==> config.mk <==
export PLATFORM = sky130hd
export DESIGN_NAME = piece_pos_ctrl
export DESIGN_NICKNAME = d
export VERILOG_FILES = /design/src/rtl/piece_pos_ctrl.sv
export SDC_FILE = /design/constraint.sdc
export NUM_CORES = 1
export LEC_CHECK = 0
export CAP_MARGIN = 40
export CORE_MARGIN = 5
export CORE_UTILIZATION = 52
export DETAILED_ROUTE_END_ITERATION = 10
export GPL_ROUTABILITY_DRIVEN = 0
export HOLD_SLACK_MARGIN = 0.12
export PLACE_DENSITY = 0.8
export SLEW_MARGIN = 10
export SYNTH_ARGS = -nofsm -noshare
export SYNTH_HDL_FRONTEND = slang
export SYNTH_SLANG_ARGS = --single-unit
==> constraint.sdc <==
create_clock -name clk -period 2.39 [get_ports clk]
set_input_delay 0.239 -clock clk [delete_from_list [all_inputs] [get_ports clk]]
set_output_delay 0.239 -clock clk [all_outputs]
set_load 0.1 [all_outputs]
==> src/rtl/piece_pos_ctrl.sv <==
// piece_pos_ctrl: position and rotation controller for the active Tetris piece.
// Player requests and a gravity timer become candidate moves. The block bounds-checks
// each candidate and hands it to an external collision checker. A checker hit on a
// downward move locks the piece, and the piece then respawns at the spawn pose.
module piece_pos_ctrl #(
  parameter int COLS     = 20,
  parameter int ROWS     = 30,
  parameter int X_W      = 10,
  parameter int Y_W      = 10,
  parameter int ROT_W    = 2,
  parameter int SPAWN_X  = 9,
  parameter int SPAWN_Y  = 0,
  parameter int GRAV_DIV = 50
) (
  input  logic             clk,
  input  logic             err,
  input  logic             drop,
  input  logic             left,
  input  logic             right,
  input  logic             ro,
  input  logic             chk_done,
  input  logic             chk_hit,
  output logic             cand_valid,
  output logic [X_W-1:0]   cand_x,
  output logic [Y_W-1:0]   cand_y,
  output logic [ROT_W-1:0] cand_rot,
  output logic [X_W-1:0]   block_pos_x_out,
  output logic [Y_W-1:0]   block_pos_y_out,
  output logic [ROT_W-1:0] rotate,
  output logic             lock,
  output logic             busy
);

  localparam int CNT_W = $clog2(GRAV_DIV);

  localparam logic [X_W-1:0]   X_MAX    = X_W'(COLS - 1);
  localparam logic [Y_W-1:0]   Y_MAX    = Y_W'(ROWS - 1);
  localparam logic [X_W-1:0]   X_SPAWN  = X_W'(SPAWN_X);
  localparam logic [Y_W-1:0]   Y_SPAWN  = Y_W'(SPAWN_Y);
  localparam logic [CNT_W-1:0] CNT_LAST = CNT_W'(GRAV_DIV - 1);
  localparam logic [CNT_W-1:0] CNT_PRE  = CNT_W'(GRAV_DIV - 2);

  typedef enum logic [1:0] {
    IDLE  = 2'd0,
    CHECK = 2'd1,
    LOCK  = 2'd2
  } state_t;

  state_t             state;
  state_t             state_n;
  logic [CNT_W-1:0]   grav_cnt;
  logic               grav_pend;
  logic               mv_down;
  logic               issue_down;
  logic               load;
  logic [X_W-1:0]     n_cx;
  logic [Y_W-1:0]     n_cy;
  logic [ROT_W-1:0]   n_cr;

  // State register; reset abandons any in-flight check.
  always_ff @(posedge clk) begin
    if (err) begin
      state <= IDLE;
    end else begin
      state <= state_n;
    end
  end

  // Arbitrate requests in IDLE, bounds-check them, and follow the checker's verdict.
  always_comb begin
    state_n    = state;
    load       = 1'b0;
    issue_down = 1'b0;
    n_cx       = block_pos_x_out;
    n_cy       = block_pos_y_out;
    n_cr       = rotate;
    case (state)
      IDLE: begin
        if (drop || grav_pend) begin
          issue_down = 1'b1;
          if (block_pos_y_out == Y_MAX) begin
            state_n = LOCK;
          end else begin
            load    = 1'b1;
            n_cy    = block_pos_y_out + 1'b1;
            state_n = CHECK;
          end
        end else if (left) begin
          if (block_pos_x_out != '0) begin
            load    = 1'b1;
            n_cx    = block_pos_x_out - 1'b1;
            state_n = CHECK;
          end
        end else if (right) begin
          if (block_pos_x_out != X_MAX) begin
            load    = 1'b1;
            n_cx    = block_pos_x_out + 1'b1;
            state_n = CHECK;
          end
        end else if (ro) begin
          load    = 1'b1;
          n_cr    = rotate + 1'b1;
          state_n = CHECK;
        end
      end
      CHECK: begin
        if (chk_done) begin
          if (chk_hit && mv_down) begin
            state_n = LOCK;
          end else begin
            state_n = IDLE;
          end
        end
      end
      LOCK: begin
        state_n = IDLE;
      end
      default: begin
        state_n = IDLE;
      end
    endcase
  end

  // Status outputs decode the registered state, so they never glitch.
  always_comb begin
    cand_valid = (state == CHECK);
    lock       = (state == LOCK);
    busy       = (state != IDLE);
  end

  // Gravity timer; pend is raised as the count reaches its last value, so a
  // downward move issued from pend repeats every GRAV_DIV cycles.
  always_ff @(posedge clk) begin
    if (err) begin
      grav_cnt  <= '0;
      grav_pend <= 1'b0;
    end else if (issue_down || state == LOCK) begin
      grav_cnt  <= '0;
      grav_pend <= 1'b0;
    end else if (grav_cnt == CNT_LAST) begin
      grav_cnt <= '0;
    end else begin
      grav_cnt <= grav_cnt + 1'b1;
      if (grav_cnt == CNT_PRE) begin
        grav_pend <= 1'b1;
      end
    end
  end

  // Pose datapath: load the candidate, commit it on a clean check, respawn after a lock.
  always_ff @(posedge clk) begin
    if (err) begin
      block_pos_x_out <= X_SPAWN;
      block_pos_y_out <= Y_SPAWN;
      rotate          <= '0;
      cand_x          <= X_SPAWN;
      cand_y          <= Y_SPAWN;
      cand_rot        <= '0;
      mv_down         <= 1'b0;
    end else begin
      if (load) begin
        cand_x   <= n_cx;
        cand_y   <= n_cy;
        cand_rot <= n_cr;
        mv_down  <= issue_down;
      end
      if (state == CHECK && chk_done && !chk_hit) begin
        block_pos_x_out <= cand_x;
        block_pos_y_out <= cand_y;
        rotate          <= cand_rot;
      end
      if (state == LOCK) begin
        block_pos_x_out <= X_SPAWN;
        block_pos_y_out <= Y_SPAWN;
        rotate          <= '0;
        cand_x          <= X_SPAWN;
        cand_y          <= Y_SPAWN;
        cand_rot        <= '0;
      end
    end
  end

endmodule

======== Word-level counts from Yosys, hierarchy flattened ========
Index checks and enable logic that the tools add are counted.
storage, ports and cells
  register bits after elaboration ......... 54
  input bits .............................. 8
  output and inout bits ................... 47
  word-level logic and storage cells ...... 74
operators by class
  add/subtract/negate cells ............... 5
  equality and inequality tests ........... 10
  muxes and demuxes ....................... 34
  bitwise logic cells ..................... 1
  reductions and logical operators ........ 14
operators by type and width
  kind                                                     count
  two-way mux 10 bit                                       9
  two-way mux 2 bit                                        14
  adder 10 x 1 -> 10 bit (second input constant)           2
  == test 6 bit (second input constant)                    2
  == test 10 x 5 -> 1 bit (second input constant)          1
  two-way mux 1 bit                                        10
  inequality test 10 x 5 -> 1 bit (second input constant)  1
  inequality test 5 bit (second input constant)            2
  nonzero test 10 bit                                      1
  subtractor 10 x 1 -> 10 bit (second input constant)      1
  adder 6 x 1 -> 6 bit (second input constant)             1
  inequality test 4 bit (second input constant)            1
  one-hot mux 2 bit (2 select lines)                       1
  AND reduction 4 bit                                      1
  OR reduction 2 bit                                       2
  logical AND 1 bit                                        3
  OR reduction 3 bit                                       1
  adder 2 x 1 -> 2 bit (second input constant)             1
  == test 2 x 1 -> 1 bit (second input constant)           1
  == test 2 bit (second input constant)                    1
  zero test 2 bit                                          1
  logical OR 1 bit                                         2
  inequality test 2 bit (second input constant)            1
  AND reduction 2 bit                                      1
  other kinds (3)                                          3

======== Depth between registers and ports, before layout ========
Gate-level depths: netlist of the first run.
  depth in word-level cells ............... 6
  gate-level depth with buffers ........... 8
  depth with buffers taken out ............ 7

======== Least setup slack after synthesis of the first run ========
No wires, ideal clock.
  kind .................................... reg-to-reg
  start point ............................. register state[1]
  end point ............................... register grav_pend
  library setup time ...................... 0.136 ns
  arrival ................................. 2.890 ns
  required time ........................... 2.254 ns
  slack ................................... -0.636 ns
  cell stages (with the launch flop) ...... 6
  path buffers ............................ 2
  period minus slack after synthesis ...... 3.026 ns
  path through ............................ dfxtp_1 -> nor2b_1 -> or2_2 -> clkbuf_1 -> buf_1 -> nor3_1
between the ends
  elaborated cells between the ends (all ways) .. 5
  classes of those cells .................. eq/ne (1); mux (1); reduce/logical (3)
RTL lines
  what                          line  source
  from (decl)                   49    state_t state;
  from (signal assigned)        65    state <= state_n;
  == test 2 bit                 --
  net lock                      30    output logic lock,
  logical OR 1 bit              137   end else if (issue_down || state == LOCK) begin
  OR reduction 2 bit (no line)  --
  to (signal assigned)          136   grav_pend <= 1'b0;
  to (signal assigned)          139   grav_pend <= 1'b0;
  to (signal assigned)          145   grav_pend <= 1'b1;
  to (decl)                     52    logic grav_pend;
The timed path passes the listed nets, and every way through them passes these cells.
A chain may end at the register's enable or synchronous reset.

======== Final worst setup path of the first run ========
  start point ............................. register block_pos_x_out[1]
  end point ............................... register cand_x[9]
between the ends
  word-level cells in the longest chain between the ends .. 6
  elaborated cells between the ends (all ways) .. 16
  classes of those cells .................. add/sub (2); eq/ne (1); mux (12); reduce/logical (1)
ends and longest elaborated chain
  what                                                                       line    source
  from (decl)                                                                27      output logic [X_W-1:0] block_pos_x_out,
  from (signal assigned)                                                     168     block_pos_x_out <= cand_x;
  adder 10 x 1 -> 10 bit or inequality test 10 x 5 -> 1 bit (tied branches)  97, 95
  two-way mux 10 bit or two-way mux 1 bit (tied branches)                    95      if (block_pos_x_out != X_MAX) begin
  two-way mux 10 bit or two-way mux 1 bit (tied branches)                    94      end else if (right) begin
  two-way mux 10 bit or two-way mux 1 bit (tied branches)                    88      end else if (left) begin
  two-way mux 10 bit or two-way mux 1 bit (tied branches)                    79      if (drop || grav_pend) begin
  two-way mux 10 bit or two-way mux 1 bit (tied branches)                    77      case (state)
  to (signal assigned)                                                       162     cand_x <= n_cx;
  to (decl)                                                                  24      output logic [X_W-1:0] cand_x,
Several ways; a longest one is shown, not always the timed one.

==> flow_summary.ini, run 1 <==
[outcome]
status = complete, no violations

[global_routing]
grt_overflow = 0
grt_pass1_wl_mm = 12.9
grt_pass1_vias = 2782
antenna_found_initial = 0
grt_max_degree = 35
grtUsageTotal_pct = 21.5

[timing]
fmax_ghz = 0.465
slew_headroom_pct = 47.7
final_max_slew_viol_count = 0
period_share_pct = 90.1
period_needed_ps = 2150
fin_skew_ps = 8.11
rsz0062_at_grt = no
setup_viol = 0
tightest_slew_ps = 785
tns_ps = 0
fin_hold_ws_ps = 473
hold_viol_final = 0

[setup_path]
crit_buf_inv = 1
worstPathMaxFanout = 8
cp_top_family = compound AO/OA/AOI/OAI gates
crit_slowest_cell = a2111oi_0
arrival_ps = 2340
worstSetupStartpointType = flop
r2r_cells = 7
slowest_delay_ps = 430
cp.depth = 7
endpoint_kind = flop
cp.required_ps = 2580
path_cells = ha_1, and3b_1, a41oi_1, buf_4, a32oi_2, a2111oi_0, nor2_1
timing_worst_setup_path_type = reg2reg

[power]
ir_worst_vdd_v = 0.000351
p_leak_nw = 1.35
powerDensity_nw_per_um2 = 572

[die]
dieArea_um2 = 7260
io_pins = 55
start_util_pct = 53.4
fp.dieW_um = 85.2
row_count = 27
die_h_um = 85.2
core_area_um2 = 5510

[logic_synthesis]
synthArstFlopShare_pct = 0
synth.area.top_cells = dfxtp_1 37%, nand2_1 7.8%, a21oi_1 6.5%
synth-seq-cells = 54
synthFlopType = dfxtp_1
synth.top_cells.by_count = 61 x nand2_1, 54 x dfxtp_1, 38 x a21oi_1
syn_area_um2 = 2940
synth_edf_count = 0
synth_top_area_share_pct = 36.8
synth_fp_nets = 378
yosysSeqAreaShare_pct = 36.8
yosysTopAreaCell = dfxtp_1
yosysUniqueCellTypes = 55
synth_most_common_cell = nand2_1
yosysWarnings = 0
synthCells = 362
syn_avg_cell_area_um2 = 8.12

[route]
drt-pass1-iter-count = 6
first_iter_violations = 175
route.detailed.drc = 0
wl_per_cell_um = 15.3
ant_nets = 0
drt_wl_total_mm = 7.58
via_count = 2824
vias_per_cell = 5.71

[cells_and_area]
drive_above_1_share_pct = 25.1
syn2layout_area_growth_pct = 22.9
final_nets = 439
antennaDiodeCount = 0
fin_area_um2 = 3610

[cts]
cts_sinks = 54
ctsRootBufferMaster = clkbuf_8
clk_pin_slew_ps = 90
cts_made_buffers = 5
cts_max_level = 2
worstSkewPairLatency_ps = 310
cts_tree = built
cts_buffer_depth = 2
cts_hold_buf = 0

[min_path]
hold_path_depth = 2
min_path_type = reg2reg

[placement]
hpwl_mm = 5.45
dpl_cell_area_um2 = 3520
io_buffers = 54

[flow_run]
cap_violations = 0
-- power by group --
group          leakage, nW  switching [mW]  internal [mW]
combinational        0.868           0.443          0.147
sequential           0.443          0.0419          0.941
clock               0.0373           0.293          0.202
total                 1.35           0.777           1.29
-- final cells by class --
type	instances	area, µm²
sequential	54	1090
inverter	11	41.3
tap	72	90.1
clock buffer	6	72.6
clock inverter	1	7.51
multi-input combinational	274	1720
timing repair buffer	77	596
fill	468	1890
-- kinds of logic (layout without fill, tap and decap cells) --
| kind of cell | Yosys count | after routing | share of synthesized area (%) |
|---|---|---|---|
| adder cells (fa/ha/maj) | 8 | 8 | 3.40 |
| AND/OR/NAND/NOR | 160 | 160 | 28.5 |
| buffers and inverters | 34 | 95 | 5.83 |
| XOR/XNOR | 18 | 18 | 5.36 |
| flip-flops | 54 | 54 | 36.8 |
| AO/OA/AOI/OAI | 86 | 86 | 19.4 |
| multiplexers | 2 | 2 | 0.681 |
-- sequential cells by signal (all words and copies together) (netlist names) --
signal	cells
grav_pend	1
mv_down	1
cand_rot	2
cand_x	10
block_pos_y_out	10
rotate	2
grav_cnt	6
block_pos_x_out	10
state	2
cand_y	10
-- metrics by stage --
step	worst slack, ps	util, %	instances	total power, mW
2_1_floorplan	8.74	-	362	1.45
3_3_place_gp	163	63.9	487	1.58
3_5_place_dp	56.3	63.9	487	1.59
4_1_cts	88.0	65.3	494	2.08
5_1_grt	74.5	65.6	495	2.16
6_report	237	65.6	495	2.07
-- per-layer routing --
layer / global-route usage (%) / share of wire (%)
met2: 35.7 / 48
met1: 26.4 / 43
met4: 10.2 / 2.8
met5: 0 / 0
met3: 4.37 / 5.5
-- worst paths after layout --
kind	startpoint	to	slack, ps
setup / recovery	block_pos_x_out[1]	cand_x[9]	240
hold / removal	cand_x[4]	block_pos_x_out[4]	470
setup reg to reg	block_pos_x_out[1]	cand_x[9]	240
hold reg to reg	cand_x[4]	block_pos_x_out[4]	470
-- timing repair --
action,CTS,global route
setup endpoints to repair,0,18
resized for setup,0,1
buffers inserted,0,1
-- cells in the final DEF, fill, tap and decap left out, drive strengths merged, types with 2 or more instances in the layout --
cell	Yosys	final
a21oi	38	38
buf	11	70
a31oi	5	5
o2111ai	2	2
and3b	2	2
inv	11	11
o311a	2	2
nand3b	2	2
ha	8	8
nor4b	2	2
nor2	27	27
dfxtp	54	54
nor3	19	19
clkdlybuf4s50	0	7
nand3	17	17
xnor2	5	5
a41oi	2	2
o21ai	18	18
nor2b	3	3
or3	2	2
a211oi	6	6
nand2	61	61
mux2i	2	2
o211ai	3	3
and3	3	3
xor2	13	13
nand4b	2	2
nor4	4	4
nand4	11	11
clkbuf	12	6
-- worst min-delay path: stages (launching register included) --
cell and delay [ps]:
dfxtp_1 330, nand2_1 60, a21oi_1 50
No activity file was read; power rests on OpenSTA's default activity.
==> inputs of run 2 (changes only) <==
- clock period: 2.39 -> 2.4 ns (I/O delays scaled with it)
==> flow_summary.ini, run 2 (same netlist as run 1, synthesis figures left out) <==
[outcome]
status = complete, no violations

[power]
swShare_pct = 35.9
p_leak_nw = 1.36
powerDensity_nw_per_um2 = 597
pwr-share-comb_pct = 27.1
pwr-share-seq_pct = 44.9
p_int_mw = 1.39
p_total_mw = 2.17
ir_worst_vdd_v = 0.000426
p_clk_share_pct = 27.9
p_switching_mw = 0.781

[setup_path]
r2r_end = cand_x[9]
crit_slowest_cell = a2111oi_0
rrSetupSlack_ps = 240
reg2reg_from = block_pos_x_out[1]
cp.required_ps = 2600
cp_top_family = compound AO/OA/AOI/OAI gates
r2r_cells = 7
arrival_ps = 2360
path_cells = ha_1, and3b_1, a41oi_1, buf_4, a32oi_2, a2111oi_0, nor2_1
endpoint_kind = flop
crit_buf_inv = 1
worstSetupStartpointType = flop
timing_worst_setup_path_type = reg2reg
slowest_delay_ps = 450
worstPathMaxFanout = 8

[route]
routed-wl-met2_mm = 4.08
wl_per_cell_um = 16.2
routedLengthMet1_mm = 3.41
ant_nets = 0
drt_wl_total_mm = 8.04
vias_per_cell = 5.77
first_iter_violations = 133
top_layer = met4
met3_length_um = 370
via_count = 2861
drt-pass1-iter-count = 4
route.detailed.drc = 0

[timing]
tns_ps = 0
final_critical_path_setup_slack_ps = 238
fin_hold_ws_ps = 468
fin_skew_ps = 11.1
tightest_slew_ps = 773
fmax_ghz = 0.462
period_share_pct = 90.1
slew_headroom_pct = 48.5
hold_viol_final = 0
setup_viol = 0
period_needed_ps = 2160
rsz0062_at_grt = no
final_max_slew_viol_count = 0

[cts]
cts_max_level = 2
cts_tree = built
worstSkewPairLatency_ps = 310
cts_made_buffers = 5
cts_buffer_depth = 2
cts_sinks = 54
ctsRootBufferMaster = clkbuf_8
clk_pin_slew_ps = 100

[cells_and_area]
n_fill_cell = 495
drive_above_1_share_pct = 25.0
final_cell_mix = 70 x buf_4, 61 x nand2_1, 46 x dfxtp_1
syn2layout_area_growth_pct = 23.8
final_nets = 439
post-route-util_pct = 66.1
final_common_cell = buf_4
antennaDiodeCount = 0

[min_path]
min_path_type = reg2reg
hp-start = cand_x[4]
hold_path_end = block_pos_x_out[4]
hold_path_depth = 2

[die]
die_h_um = 85.2
fp.dieW_um = 85.2
io_pins = 55
start_util_pct = 53.4
dieArea_um2 = 7260
row_count = 27
core_area_um2 = 5510

[placement]
hpwl_mm = 5.78
place_ws_ps = 49.6
io_buffers = 54

[global_routing]
grt_max_degree = 35
grt_pass1_vias = 2794
grt_overflow = 0
grt_pass1_wl_mm = 13.3
grtUsageTotal_pct = 22.2
antenna_found_initial = 0

[flow_run]
cap_violations = 0
==> run 2: cell types whose count changed in the layout (fill, tap and decap cells not counted), sizes merged <==
cell      change
bufinv        +1
clkinvlp      -1
clkbuf        +1
==> run 2: area by class of cell <==
class	instances	area (µm²)	share of cell area [%]
Clock buffer	7	76.3	2.10
Clock inverter	1	30.0	0.825
Inverter	11	41.3	1.13
Multi-Input combinational cell	274	1720	47.1
Sequential cell	54	1090	30.0
Tap cell	72	90.1	2.47
Timing Repair Buffer	77	596	16.4
==> run 2: worst max-delay path by stage <==
stage | from | to | cells past startpoint
final | block_pos_x_out[1] | cand_x[9] | 7
after global routing | block_pos_x_out[1] | cand_x[9] | 7
after CTS | block_pos_x_out[1] | cand_rot[1] | 6
after detailed placement | right | cand_rot[1] | 6
after global placement | right | cand_y[4] | 6
after floorplan | block_pos_x_out[2] | cand_rot[1] | 7
==> run 2: power groups by stage <==
stage	Sequential (mW)	Combinational [mW]	Clock (mW)
finish	0.977	0.590	0.607
global placement	0.997	0.577	0
CTS	0.977	0.588	0.614
detailed placement	0.997	0.587	0
global route	0.984	0.618	0.652
floorplan	1.24	0.214	0
==> run 2: layer usage <==
metal	global-route usage (%)	up-vias
li1	-	1415
met1	26.3	1354
met2	40.8	77
met3	3.69	15
met4	6.62	0
met5	0	-
==> run 2: repair_timing <==
| item | CTS | global route |
|---|---|---|
| hold buffers | 0 | 0 |
| endpoints found under the hold margin | 0 | 0 |
| gates resized for setup | 0 | 1 |
| setup buffers | 0 | 2 |
| endpoints found under the setup margin | 0 | 18 |
==> run 2: worst min-delay path: cells and delay by family (launching register included) <==
family | cells | cell delay (ps)
DFF | 1 | 330
AOI/OAI and AO/OA | 1 | 50
and+or+nand+nor | 1 | 60
==> run 2: through the flow <==
stage | std cells | area, µm²
2_1_floorplan | 362 | 2960
3_3_place_gp | 486 | 3510
3_5_place_dp | 486 | 3510
4_1_cts | 494 | 3620
5_1_grt | 496 | 3640
6_report | 496 | 3640
